==> src/rtl/ks_pkg.sv <==
// Shared definitions for the iterative Kogge-Stone adder: default width,
// prefix depth and FSM state encoding.
package ks_pkg;

  localparam int KS_WIDTH  = 16;
  localparam int KS_LEVELS = $clog2(KS_WIDTH);

  typedef enum logic [1:0] {
    ST_IDLE   = 2'd0,
    ST_PREFIX = 2'd1,
    ST_DONE   = 2'd2
  } ks_state_t;

endpackage

==> src/rtl/ks_prefix_cell.sv <==
// Kogge-Stone group combine: merges bit/group (P, G) with the group that
// sits one span below it.
module ks_prefix_cell (
  input  logic i_p,
  input  logic i_g,
  input  logic i_p_prev,
  input  logic i_g_prev,
  output logic o_p,
  output logic o_g
);

  // A group generates if it generates on its own, or propagates a carry
  // generated by the lower group.
  always_comb begin
    o_g = i_g | (i_p & i_g_prev);
    o_p = i_p & i_p_prev;
  end

endmodule

==> src/rtl/ks_iter_adder.sv <==
// Iterative Kogge-Stone adder/subtractor. One prefix level is evaluated per
// clock over a WIDTH-wide (G, P) register bank, so the full carry tree
// takes LEVELS cycles.
//
// state  | meaning
// IDLE   | waiting for operands, in_ready high
// PREFIX | evaluating prefix level lvl (span 2^lvl)
// DONE   | result held on outputs until out_ready
module ks_iter_adder
  import ks_pkg::*;
#(
  parameter int WIDTH = KS_WIDTH
) (
  input  logic             clk,
  input  logic             rst,
  input  logic             in_valid,
  output logic             in_ready,
  input  logic [WIDTH-1:0] a,
  input  logic [WIDTH-1:0] b,
  input  logic             cin,
  input  logic             sub,
  output logic             out_valid,
  input  logic             out_ready,
  output logic [WIDTH-1:0] sum,
  output logic             cout,
  output logic             ovf
);

  localparam int LEVELS = $clog2(WIDTH);
  localparam int LVL_W  = (LEVELS > 1) ? $clog2(LEVELS) : 1;
  localparam logic [LVL_W-1:0] LVL_LAST = LVL_W'(LEVELS - 1);

  ks_state_t         r_state;
  ks_state_t         w_state_nxt;
  logic [LVL_W-1:0]  r_lvl;
  logic [WIDTH-1:0]  r_g;
  logic [WIDTH-1:0]  r_p;
  logic [WIDTH-1:0]  r_p_orig;
  logic              r_c0;
  logic [WIDTH-1:0]  r_sum;
  logic              r_cout;
  logic              r_ovf;

  logic [WIDTH-1:0]  w_bx;
  logic              w_c0;
  logic [WIDTH-1:0]  w_p_in;
  logic [WIDTH-1:0]  w_g_in;
  logic [LEVELS-1:0] w_gsel [WIDTH];
  logic [LEVELS-1:0] w_psel [WIDTH];
  logic [LEVELS-1:0] w_act  [WIDTH];
  logic [WIDTH-1:0]  w_g_cell;
  logic [WIDTH-1:0]  w_p_cell;
  logic [WIDTH-1:0]  w_g_nxt;
  logic [WIDTH-1:0]  w_p_nxt;
  logic              w_last;

  assign in_ready  = (r_state == ST_IDLE) && !rst;
  assign out_valid = (r_state == ST_DONE);
  assign sum       = r_sum;
  assign cout      = r_cout;
  assign ovf       = r_ovf;

  assign w_last = (r_lvl == LVL_LAST);

  // Operand conditioning: subtraction inverts b and forces carry-in, and the
  // carry-in is folded into bit 0's generate so the prefix tree needs no
  // separate carry input.
  always_comb begin
    w_bx      = sub ? ~b : b;
    w_c0      = sub ? 1'b1 : cin;
    w_p_in    = a ^ w_bx;
    w_g_in    = a & w_bx;
    w_g_in[0] = w_g_in[0] | (w_p_in[0] & w_c0);
  end

  // Per-bit span selection: every candidate span is wired up at elaboration
  // time and the current level picks one; bits below the span bypass.
  for (genvar i = 0; i < WIDTH; i++) begin : g_bit
    for (genvar k = 0; k < LEVELS; k++) begin : g_span
      if (i >= (2 ** k)) begin : g_src
        assign w_gsel[i][k] = r_g[i - (2 ** k)];
        assign w_psel[i][k] = r_p[i - (2 ** k)];
        assign w_act[i][k]  = 1'b1;
      end else begin : g_none
        assign w_gsel[i][k] = 1'b0;
        assign w_psel[i][k] = 1'b0;
        assign w_act[i][k]  = 1'b0;
      end
    end

    ks_prefix_cell u_cell (
      .i_p      (r_p[i]),
      .i_g      (r_g[i]),
      .i_p_prev (w_psel[i][r_lvl]),
      .i_g_prev (w_gsel[i][r_lvl]),
      .o_p      (w_p_cell[i]),
      .o_g      (w_g_cell[i])
    );

    assign w_g_nxt[i] = w_act[i][r_lvl] ? w_g_cell[i] : r_g[i];
    assign w_p_nxt[i] = w_act[i][r_lvl] ? w_p_cell[i] : r_p[i];
  end

  // State register.
  always_ff @(posedge clk) begin
    if (rst) r_state <= ST_IDLE;
    else     r_state <= w_state_nxt;
  end

  // Next-state decode.
  always_comb begin
    w_state_nxt = r_state;
    case (r_state)
      ST_IDLE:   if (in_valid) w_state_nxt = ST_PREFIX;
      ST_PREFIX: if (w_last) w_state_nxt = ST_DONE;
      ST_DONE:   if (out_ready) w_state_nxt = ST_IDLE;
      default:   w_state_nxt = ST_IDLE;
    endcase
  end

  // Datapath: operand capture, one prefix level per cycle, result load on
  // the final level. After the last level G[i] is the carry out of bit i.
  always_ff @(posedge clk) begin
    if (rst) begin
      r_lvl    <= '0;
      r_g      <= '0;
      r_p      <= '0;
      r_p_orig <= '0;
      r_c0     <= 1'b0;
      r_sum    <= '0;
      r_cout   <= 1'b0;
      r_ovf    <= 1'b0;
    end else begin
      case (r_state)
        ST_IDLE: begin
          if (in_valid) begin
            r_g      <= w_g_in;
            r_p      <= w_p_in;
            r_p_orig <= w_p_in;
            r_c0     <= w_c0;
            r_lvl    <= '0;
          end
        end
        ST_PREFIX: begin
          r_g <= w_g_nxt;
          r_p <= w_p_nxt;
          if (w_last) begin
            r_lvl  <= '0;
            r_sum  <= r_p_orig ^ {w_g_nxt[WIDTH-2:0], r_c0};
            r_cout <= w_g_nxt[WIDTH-1];
            r_ovf  <= w_g_nxt[WIDTH-2] ^ w_g_nxt[WIDTH-1];
          end else begin
            r_lvl <= r_lvl + 1'b1;
          end
        end
        default: ;
      endcase
    end
  end

endmodule

==> config.mk <==
export PLATFORM = sky130hd
export DESIGN_NAME = ks_iter_adder
export DESIGN_NICKNAME = d
export VERILOG_FILES = /design/src/rtl/ks_pkg.sv /design/src/rtl/ks_prefix_cell.sv /design/src/rtl/ks_iter_adder.sv
export SDC_FILE = /design/constraint.sdc
export NUM_CORES = 1
export LEC_CHECK = 0
export ABC_AREA = 1
export BUFFER_PORTS_ARGS = -buffer_cell sky130_fd_sc_hd__buf_2
export CORE_MARGIN = 5
export CORE_UTILIZATION = 27
export DETAILED_ROUTE_END_ITERATION = 8
export HOLD_SLACK_MARGIN = 0.15
export SKIP_LAST_GASP = 1
export SLEW_MARGIN = 30
export SYNTH_ARGS = -nofsm -noshare
export SYNTH_HDL_FRONTEND = slang
export SYNTH_SLANG_ARGS = --single-unit
==> constraint.sdc <==
create_clock -name clk -period 1.58 [get_ports clk]
set_input_delay 0 -clock clk [delete_from_list [all_inputs] [get_ports clk]]
set_output_delay 0 -clock clk [all_outputs]
set_load 0.01 [all_outputs]
==> out/qor.csv, run 1 <==
stage,metric,value,unit
detailed_routing,drt_iter0_markers,264,
sta,fmax,684.0,MHz
critical_path,startpoint,r_lvl[1]$_SDFFE_PP0P_,
placed_design,placed_cells,826,
critical_path,r2r-end,sum[4]$_SDFFE_PP0P_,
placed_design,place_hpwl,8660,µm
final_layout,fin_area,0.005157,mm²
detailed_routing,wl_per_cell,13.71,µm
yosys,synth_most_common_cell,nand2_1,
die,rows,44,
sta,fin_crit,1.462,ns
sta,worst_slack,0.1180,ns
clock_network,cts_setup_buffers,0,
die,die_width,131.9,µm
final_layout,fin_nets,728,
power,combPwrFrac,0.182,
sta,hold_violations,0,
die,initial_utilization,0.2761,
critical_path,critPathBufInv,3,
final_layout,layout-area-overhead-vs-synth,28.53,%
detailed_routing,viasPerCell,4.704,
final_layout,ff_latch_area,0.001423,mm²
clock_network,numCtsBuffers,9,
die,dieArea,0.01740,mm²
clock_network,tritoncts,built,
sta,finalSetupViolCount,0,
detailed_routing,antenna_left,0,
critical_path,r2r_cells,7,
detailed_routing,drc,0,
placed_design,dpl-instance-area,0.004634,mm²
critical_path,crit_path_end_kind,flop,
critical_path,crit_end,sum[4]$_SDFFE_PP0P_,
power,p_per_area,969.0,mW/mm²
critical_path,required,1.86,ns
yosys,syn_nets,652,
critical_path,arrival,1.74,ns
detailed_routing,dr.pass1.iters,4,
sta,finClkSkew,0.003544,ns
clock_network,clockRootBuffer,clkbuf_16,
sta,fin_hold_ws,0.1355,ns
critical_path,critical-path-top-delay-family,flip-flops,
sta,grt_setup_unrepaired,true,
global_routing,grt_usage,0.1342,
power,fin_total_pwr,4.998,mW
critical_path,cp_max_fo,26,
critical_path,crit_slowest_cell,dfxtp_1,
power,p_int,3.577,mW
clock_network,cts_buffer_depth,2,
power,power.leakage,2.314,nW
yosys,postSynthCellCount,596,
final_layout,layout-drive-gt1-share,0.1610,
yosys,synth_ff_type,dfxtp_1,
die,coreArea,0.01453,mm²
clock_network,htree_levels,3,
global_routing,grt_overflow,0,
yosys,synth_area,0.004013,mm²
sta,slew_viol_final,0,
hold_path,hold_path.class,input port to flop,
sta,period_share,0.9253,
final_layout,instances_no_fill,861,
final_layout,post-route-util,0.3549,
detailed_routing,vias,4050,
global_routing,antenna_found_initial,0,
sta,worstMarginPinSlew,0.5430,ns
clock_network,clock_sink_count,71,
yosys,syn_avg_cell_area,6.733,µm²
sta,slew_headroom,0.6380,
critical_path,cpPeakStageDelay,0.39,ns
global_routing,grt_pass1_vias,3912,
critical_path,start_kind,flop,
outcome,status,"finished, final reports clean",
yosys,synth-seq-cells,71,
power,switching_share,0.2843,
yosys,synthArstFlopShare,0,
global_routing,grt_max_degree,48,
yosys,synthTopCellsByArea,"dfxtp_1, nand2_1, a21oi_1, o21ai_0, inv_1",
global_routing,grt_pass1_wl,19510,µm
placed_design,gp_congestion,0.8863,
yosys,synth_top_area_cell,dfxtp_1,
final_layout,diodes,0,
detailed_routing,wl,11800,µm
clock_network,clock_latency,0.33,ns
yosys,yosysTopAreaCellShare,0.3542,
critical_path,crit_chain,ha_2 > inv_1 > nor2_4 > buf_12 > o21ai_0 > o21bai_1 > inv_1,
power,pwr-share-clk,0.417,
yosys,ys_top_cells_by_count,"nand2_1, dfxtp_1, inv_1",
critical_path,rrSetupSlack,0.12,ns
critical_path,crit_top_cell,inv_1,
run,max_cap_viol_count,0,
placed_design,numPortBuffers,57,
yosys,synth-warning-count,0,
sta,tns,0,ns
yosys,yosysSeqAreaShare,0.3542,
die,dieHeight,131.9,µm
power,p_switching,1.421,mW
critical_path,critPathKind,flop to flop,
clock_network,clkSlewWorstSetupHoldPaths,0.06,ns
critical_path,r2r_start,r_lvl[1]$_SDFFE_PP0P_,
power,seq_power_share,0.401,
critical_path,cp_num_cells,7,
yosys,synth.distinct_cells,26,
final_layout,multi_input_area,0.002232,mm²
power,ir_drop,0.0006056,V
placed_design,dpl_worst_slack,0.07121,ns
yosys,synth_edf_count,0,
final_layout,nFillCells,1580,
die,ios,58,
[per-layer routing]
| metal | global-route usage | wire length, µm |
|---|---|---|
| met1 | 0.1778 | 5768 |
| met3 | 0.03588 | 573 |
| met5 | 0 | 0 |
| met2 | 0.2159 | 5226 |
| met4 | 0.03600 | 233 |
[flip-flops by register name, indices dropped and copies added (netlist names)]
signal and flops:
cout 1, r_state 2, r_p_orig 16, ovf 1, r_g 16, sum 16
r_p 16, r_lvl 2, r_c0 1
[how the worst min path moves through the flow]
stage / cells after the start / startpoint / end
CTS: 4 / rst / r_lvl[0]$_SDFFE_PP0P_
floorplan: 3 / out_ready / r_state[1]$_SDFFE_PP0P_
detailed placement: 4 / out_ready / r_state[1]$_SDFFE_PP0P_
global route: 5 / b[9] / r_g[9]$_SDFFE_PP0P_
finish: 4 / rst / r_lvl[0]$_SDFFE_PP0P_
global placement: 4 / out_ready / r_state[1]$_SDFFE_PP0P_
[worst reg2reg max path, cell delays in order, from the launching register on]
cell      delay, ns
dfxtp_1        0.39
ha_2           0.24
inv_1          0.11
nor2_4         0.17
buf_12         0.18
o21ai_0        0.09
o21bai_1       0.18
inv_1          0.05
[final cells by class]
| type | instances | share of cell area |
|---|---|---|
| timing repair buffer | 96 | 0.1383 |
| tap | 184 | 0.04464 |
| multi-input combinational | 428 | 0.4328 |
| clock inverter | 5 | 0.01092 |
| inverter | 66 | 0.04852 |
| sequential | 71 | 0.2758 |
| clock buffer | 11 | 0.04901 |
[logic make-up after synthesis]
family,Yosys count,synth area share
fa+ha+maj,18,0.05613
xor+xnor,21,0.04584
simple gates,244,0.2491
flops,71,0.3542
buf+inv,97,0.09510
compound gates,145,0.1996
[power by group through the flow]
| stage | Combinational, mW | Sequential [mW] | Clock (mW) |
|---|---|---|---|
| after floorplan | 0.581 | 2.00 | 0 |
| final | 0.909 | 2.00 | 2.09 |
| after global routing | 1.04 | 2.02 | 2.21 |
| after global placement | 0.863 | 2.04 | 0 |
| after CTS | 0.906 | 2.00 | 2.13 |
| after detailed placement | 0.866 | 2.04 | 0 |
[layout by cell type (no fill, tap or decap), drive strengths merged, types with 3 or more instances in the layout]
cell type and count:
nand2 160, buf 77, dfxtp 71, inv 66
o21ai 57, a21oi 54, nand3 41, nor2 35
xor2 19, dlygate4sd3 19, ha 18, clkbuf 11
o211ai 10, o21bai 9, a31oi 9, nand4 5
o21a 5, or2 3, clkinv 3
[repair_timing]
item / CTS / global route
hold buffers: 18 / 1
setup endpoints to repair: 0 / 25
resized for setup: 0 / 9
hold endpoints to repair: 40 / 1
Note: power is estimated with default switching activity, not from simulation.
==> run 2: changes to the inputs <==
==> constraint.sdc (replaced) <==
create_clock -name clk -period 1.55 [get_ports clk]
set_input_delay 0 -clock clk [delete_from_list [all_inputs] [get_ports clk]]
set_output_delay 0 -clock clk [all_outputs]
set_load 0.01 [all_outputs]
==> run 2 against run 1 <==
Register-to-register slack worse by 0.02 ns. Highest routed layer unchanged. Routed wire length is 4.8% higher. Sequential power is 2% higher. Die area stayed put.
==> out/qor.csv, run 2 (synthesis gave the netlist of run 1 again) <==
stage,metric,value,unit,change
placed_design,place_hpwl,8799,µm,+1.6%
critical_path,cp_max_fo,11,,-58%
power,fin_total_pwr,5.240,mW,+4.8%
final_layout,layout-area-overhead-vs-synth,31.46,%,
power,p_int,3.755,mW,+5.0%
detailed_routing,vias,4195,,+3.6%
clock_network,clock_sink_count,71,,unchanged
final_layout,mostFrequentLayoutCell,nand2_1,,
run,max_cap_viol_count,0,,unchanged
final_layout,most-common-layout-cells,"nand2_1, dfxtp_1, inv_1, buf_2, a21oi_1",,
global_routing,grt_pass1_wl,20040,µm,+2.7%
power,seq_power_share,0.390,,-0.011
detailed_routing,drc,0,,unchanged
die,initial_utilization,0.2761,,unchanged
die,dieArea,0.01740,mm²,unchanged
critical_path,crit_slowest_cell,dfxtp_4,,
final_layout,layout-drive-gt1-share,0.1764,,+0.01538
final_layout,fin_area,0.005275,mm²,+2.3%
hold_path,hp-start,rst,,
sta,slew_headroom,0.6413,,+0.003326
power,ir_drop,0.0005874,V,-3.0%
power,p_switching,1.485,mW,+4.5%
critical_path,cpPeakStageDelay,0.37,ns,-0.02 ns
outcome,status,"finished, final reports clean",,
detailed_routing,dr.pass1.iters,5,,+1
critical_path,r2r_start,r_state[0]$_SDFFE_PP0P_,,
sta,tns,0,ns,unchanged
critical_path,required,1.75,ns,-0.11 ns
detailed_routing,wl,12360,µm,+4.8%
final_layout,nFillCells,1574,,-0.38%
clock_network,clkSlewWorstSetupHoldPaths,0.06,ns,about the same
global_routing,antenna_found_initial,0,,unchanged
die,dieHeight,131.9,µm,unchanged
sta,fmax,686.5,MHz,+0.37%
final_layout,instances_no_fill,870,,+1.0%
final_layout,fin_nets,737,,+1.2%
clock_network,tritoncts,built,,
placed_design,placed_cells,830,,+0.48%
detailed_routing,antenna_left,0,,unchanged
global_routing,grt_overflow,0,,unchanged
clock_network,htree_levels,3,,unchanged
critical_path,start_kind,flop,,
power,combPwrFrac,0.188,,+0.006
sta,hold_violations,0,,unchanged
sta,finClkSkew,0.005626,ns,+0.002082 ns
sta,worstMarginPinSlew,0.5380,ns,-0.004990 ns
power,p_per_area,993.4,mW/mm²,+2.5%
final_layout,diodes,0,,unchanged
global_routing,grt_usage,0.1378,,+0.003604
placed_design,gp_congestion,0.8933,,+0.79%
placed_design,numPortBuffers,57,,unchanged
die,rows,44,,unchanged
sta,slew_viol_final,0,,unchanged
critical_path,critPathBufInv,4,,+1
critical_path,crit_chain,inv_2 > nand3_4 > clkinvlp_4 > buf_4 > clkbuf_16 > nand2_1 > a21oi_1,,
clock_network,clockRootBuffer,clkbuf_16,,
detailed_routing,drt_iter0_markers,414,,+57%
die,coreArea,0.01453,mm²,unchanged
critical_path,critPathKind,flop to flop,,
critical_path,arrival,1.66,ns,-0.08 ns
detailed_routing,wl_per_cell,14.21,µm,+3.7%
sta,grt_setup_unrepaired,false,,
detailed_routing,viasPerCell,4.822,,+2.5%
sta,finalSetupViolCount,0,,unchanged
global_routing,grt_pass1_vias,4023,,+2.8%
placed_design,dpl-instance-area,0.004652,mm²,+0.38%
critical_path,critical-path-top-delay-family,buffers and inverters,,
power,switching_share,0.2835,,-0.0008550
power,power.leakage,2.363,nW,+2.1%
sta,fin_crit,1.457,ns,-0.005381 ns
die,ios,58,,unchanged
die,die_width,131.9,µm,unchanged
sta,period_share,0.9397,,+0.01444
global_routing,grt_max_degree,48,,unchanged
power,pwr-share-clk,0.422,,+0.005
clock_network,numCtsBuffers,9,,unchanged
critical_path,startpoint,r_state[0]$_SDFFE_PP0P_,,
hold_path,hold_path.class,input port to flop,,
clock_network,cts_buffer_depth,2,,unchanged
critical_path,crit_path_end_kind,flop,,
clock_network,clock_latency,0.34,ns,about the same
run 2: cell count changes in the layout (fill, tap and decap cells not counted), sizes merged:
| cell | delta |
|---|---|
| clkinvlp | +2 |
| clkinv | -1 |
| bufinv | +1 |
| inv | -1 |
| buf | +8 |
run 2: area by class of cell:
class	count	area (µm²)	share of cell area
Multi-Input combinational cell	428	2240	0.4246
Sequential cell	71	1428	0.2706
Timing Repair Buffer	105	809.5	0.1535
Inverter	66	254.0	0.04815
Tap cell	184	230.2	0.04364
Clock buffer	10	229.0	0.04341
Clock inverter	6	85.08	0.01613
run 2: repair_timing:
action	4_1_cts	5_1_grt
setup buffers	0	4
hold buffers	18	1
resized for setup	0	18
setup endpoints to repair	0	41
endpoints found under the hold margin	40	1
run 2: path summary, 6_finish.rpt:
path | to | cells after the start | slack (ns)
worst min register to register | r_p_orig[14]$_SDFFE_PP0P_ | 2 | 0.46
worst min-delay path | r_lvl[0]$_SDFFE_PP0P_ | 4 | 0.15
worst max register to register | r_p_orig[10]$_SDFFE_PP0P_ | 7 | 0.09
worst max-delay path | r_p_orig[10]$_SDFFE_PP0P_ | 7 | 0.09
run 2: routing by layer:
metal	routed length [µm]	track usage	vias to the layer above
met3	643	0.03168	17
met2	5542	0.2165	116
met5	0	0	-
li1	-	-	2120
met1	6019	0.1905	1942
met4	158	0.03600	0
run 2: power by group through the flow:
stage	Sequential [mW]	Clock, mW	Combinational (mW)
finish	2.04	2.21	0.988
global route	2.06	2.32	1.11
CTS	2.04	2.23	0.928
detailed placement	2.08	0	0.885
global placement	2.08	0	0.886
floorplan	2.04	0	0.592
run 2: worst reg2reg max path, cell delays in order, from the launching register on:
cell        delay [ns]
dfxtp_4           0.37
inv_2             0.05
nand3_4           0.16
clkinvlp_4        0.19
buf_4             0.19
clkbuf_16         0.17
nand2_1           0.12
a21oi_1           0.08
run 2: through the flow:
stage            util  setup slack, ns  hold slack, ns
4_1_cts        0.3541          0.02157          0.1503
6_report       0.3629          0.09340          0.1546
3_5_place_dp   0.3201          0.04148          0.2669
5_1_grt        0.3629         0.001423          0.1817
3_3_place_gp   0.3201          0.03547          0.2780
2_1_floorplan       -          0.01621          0.1710
==> run 3: changes to the inputs <==
--- a/config.mk
+++ b/config.mk
@@ -5,12 +5,12 @@
 export SDC_FILE = /design/constraint.sdc
 export NUM_CORES = 1
 export LEC_CHECK = 0
-export ABC_AREA = 1
 export BUFFER_PORTS_ARGS = -buffer_cell sky130_fd_sc_hd__buf_2
 export CORE_MARGIN = 5
 export CORE_UTILIZATION = 27
 export DETAILED_ROUTE_END_ITERATION = 8
 export HOLD_SLACK_MARGIN = 0.15
+export PLACE_DENSITY = 0.43
 export SKIP_LAST_GASP = 1
 export SLEW_MARGIN = 30
 export SYNTH_ARGS = -nofsm -noshare
==> run 3 against run 2 <==
The flow now finishes with violations (negative setup slack). Routed wire length up 5.6%. Final cell count down 13%. Critical path depth stayed put. Largest power group unchanged.
==> out/qor.csv, run 3 <==
stage,metric,value,unit,change
sta,hold_violations,0,,unchanged
yosys,synth.distinct_cells,37,,+42%
die,coreArea,0.01393,mm²,-4.1%
final_layout,layout-area-overhead-vs-synth,51.71,%,
yosys,yosysSeqAreaShare,0.3699,,+0.01569
yosys,synth_area,0.003842,mm²,-4.2%
sta,slew_viol_final,0,,unchanged
final_layout,diodes,0,,unchanged
sta,grt_setup_unrepaired,true,,
placed_design,gp_congestion,0.8755,,-2.0%
detailed_routing,dr.pass1.iters,5,,unchanged
yosys,yosysTopAreaCellShare,0.3699,,+0.01569
clock_network,clockRootBuffer,clkbuf_16,,
global_routing,grt_max_degree,31,,-35%
hold_path,hp-start,b[13],,
sta,worst_slack,-0.1417,ns,-0.2351 ns
hold_path,hold_path.class,input port to flop,,
power,ir_drop,0.0005572,V,-5.1%
die,initial_utilization,0.2757,,-0.0003372
final_layout,mostFrequentLayoutCell,nand2_1,,
critical_path,cp_max_fo,7,,-4
detailed_routing,drt_iter0_markers,204,,-51%
power,power.leakage,2.298,nW,-2.7%
yosys,synth-warning-count,0,,unchanged
global_routing,grt_overflow,0,,unchanged
sta,finClkSkew,0.008155,ns,+0.002530 ns
global_routing,grt_pass1_vias,3554,,-12%
critical_path,crit_path_end_kind,flop,,
sta,finalSetupViolCount,22,,+22
detailed_routing,wl,13050,µm,+5.6%
clock_network,tritoncts,built,,
global_routing,grt_pass1_wl,19750,µm,-1.4%
critical_path,r2r-end,r_p[12]$_SDFFE_PP0P_,,
detailed_routing,drc,0,,unchanged
critical_path,critPathKind,flop to flop,,
final_layout,nFillCells,1391,,-12%
critical_path,r2r_start,r_lvl[0]$_SDFFE_PP0P_,,
global_routing,antenna_found_initial,0,,unchanged
detailed_routing,antenna_left,0,,unchanged
detailed_routing,met1_length,6128,µm,+1.8%
clock_network,clock_latency,0.35,ns,about the same
yosys,synth_edf_count,0,,unchanged
die,rows,43,,-2.3%
critical_path,start_kind,flop,,
run,max_cap_viol_count,0,,unchanged
detailed_routing,vias,3693,,-12%
global_routing,grt_usage,0.1552,,+0.01743
critical_path,arrival,1.90,ns,+0.24 ns
yosys,synth-seq-cells,71,,unchanged
placed_design,dpl-instance-area,0.004731,mm²,+1.7%
hold_path,min_to,r_g[13]$_SDFFE_PP0P_,,
final_layout,fin_area,0.005829,mm²,+11%
clock_network,htree_levels,3,,unchanged
yosys,syn_nets,498,,-24%
hold_path,whs_path_depth,5,,+1
yosys,syn_avg_cell_area,8.693,µm²,+29%
detailed_routing,top_layer_used,met4,,
yosys,synthArstFlopShare,0,,unchanged
clock_network,clkSlewWorstSetupHoldPaths,0.06,ns,about the same
detailed_routing,wl_per_cell,17.20,µm,+21%
clock_network,clock_sink_count,71,,unchanged
final_layout,post-route-util,0.4183,,+0.05539
die,dieHeight,129.3,µm,-2.0%
yosys,postSynthCellCount,442,,-26%
die,dieArea,0.01672,mm²,-3.9%
die,ios,58,,unchanged
clock_network,numCtsBuffers,9,,unchanged
sta,fmax,591.1,MHz,-14%
yosys,synth_ff_type,dfxtp_1,,
yosys,synth_most_common_cell,nand2_1,,
die,die_width,129.3,µm,-2.0%
placed_design,dpl_worst_slack,-0.2226,ns,-0.2641 ns
yosys,ys_top_cells_by_count,"nand2_1, dfxtp_1, a21oi_1",,
detailed_routing,viasPerCell,4.866,,+0.91%
sta,worstMarginPinSlew,0.5634,ns,+0.02541 ns
detailed_routing,wl_met2,6151,µm,+11%
final_layout,layout-drive-gt1-share,0.3817,,+0.2053
critical_path,r2r_cells,7,,unchanged
placed_design,place_hpwl,9196,µm,+4.5%
power,p_per_area,938.7,mW/mm²,-5.5%
final_layout,fin_nets,630,,-15%
power,fin_total_pwr,5.472,mW,+4.4%
sta,slew_headroom,0.6244,,-0.01694
clock_network,cts_buffer_depth,2,,unchanged
sta,period_share,1.091,,+0.1517
outcome,violations,negative setup slack,,
outcome,status,"finished, violations left",,
critical_path,rrSetupSlack,-0.14,ns,-0.24 ns
placed_design,numPortBuffers,57,,unchanged
final_layout,most-common-layout-cells,"nand2_1, dfxtp_1, buf_2, buf_4, a21oi_1",,
sta,fin_crit,1.692,ns,+0.2351 ns
detailed_routing,wl_met3,629,µm,-2.2%
sta,tns,-1.426,ns,-1.426 ns
yosys,synth_top_area_cell,dfxtp_1,,
critical_path,required,1.76,ns,about the same
yosys,synthTopCellsByArea,"dfxtp_1, nand2_1, a21oi_1, ha_1, mux4_2",,
## run 3: cell types whose count changed after synthesis, sizes merged, moves of 11 or more
cell and delta:
xnor2 +11, a211oi +12, mux4 +14, nand2 -78
o21ai -40, nand3 -25, inv -64
## run 3: repair_timing
item                       4_1_cts  5_1_grt
gates cloned                     0        2
buffers inserted                 4       16
setup endpoints to repair       41       40
hold buffers                    22        0
gates resized for setup         20       71
pin swaps                        4       46
hold endpoints to repair        50        0
## run 3: logic make-up after synthesis
group,share of synthesized area
xor+xnor,0.07522
mux,0.1162
buf+inv,0.04103
fa+ha+maj,0.05861
simple gates,0.1697
flops,0.3699
compound gates,0.1693
## run 3: worst max path at each step
stage / cells past startpoint / slack (ns) / from / end
floorplan: 6 / -0.01 / r_lvl[0]$_SDFFE_PP0P_ / sum[11]$_SDFFE_PP0P_
global placement: 5 / -0.22 / r_lvl[0]$_SDFFE_PP0P_ / sum[11]$_SDFFE_PP0P_
detailed placement: 5 / -0.22 / r_lvl[0]$_SDFFE_PP0P_ / sum[11]$_SDFFE_PP0P_
CTS: 5 / -0.14 / r_lvl[0]$_SDFFE_PP0P_ / sum[14]$_SDFFE_PP0P_
global route: 7 / -0.19 / r_lvl[0]$_SDFFE_PP0P_ / r_p[12]$_SDFFE_PP0P_
finish: 7 / -0.14 / r_lvl[0]$_SDFFE_PP0P_ / r_p[12]$_SDFFE_PP0P_
## run 3: metal layers
| layer | GRT usage | vias to the layer above |
|---|---|---|
| met4 | 0.04015 | 0 |
| met5 | 0 | - |
| met2 | 0.2442 | 86 |
| li1 | - | 1821 |
| met1 | 0.2122 | 1776 |
| met3 | 0.04081 | 10 |
## run 3: cell type report
cell class	count	area, µm²	area share
repair buffers	153	1257	0.2157
inverters	2	10.01	0.001717
clock inverters	7	96.34	0.01653
well taps	180	225.2	0.03863
flip-flops and latches	71	1433	0.2458
clock buffers	9	225.2	0.03863
multi-input cells	337	2582	0.4430
## run 3: report_power, final
group	total (mW)	internal (mW)	switching, mW	leakage [nW]
Sequential	2.06	1.93	0.127	0.581
Combinational	1.15	0.598	0.551	1.57
Clock	2.27	1.41	0.855	0.148
Total	5.47	3.94	1.53	2.30
## run 3: through the flow
stage / cells / hold slack, ns
floorplan: 442 / 0.1742
global placement: 699 / 0.2748
detailed placement: 699 / 0.2805
CTS: 741 / 0.1544
global route: 759 / 0.1719
finish: 759 / 0.1526
## run 3: critical path, stage by stage, from the launching register on
cell and delay (ns):
dfxtp_4 0.36, buf_4 0.13, buf_12 0.13, buf_12 0.11, mux4_2 0.47, and2_0 0.14, o21ai_1 0.14, a21oi_1 0.08
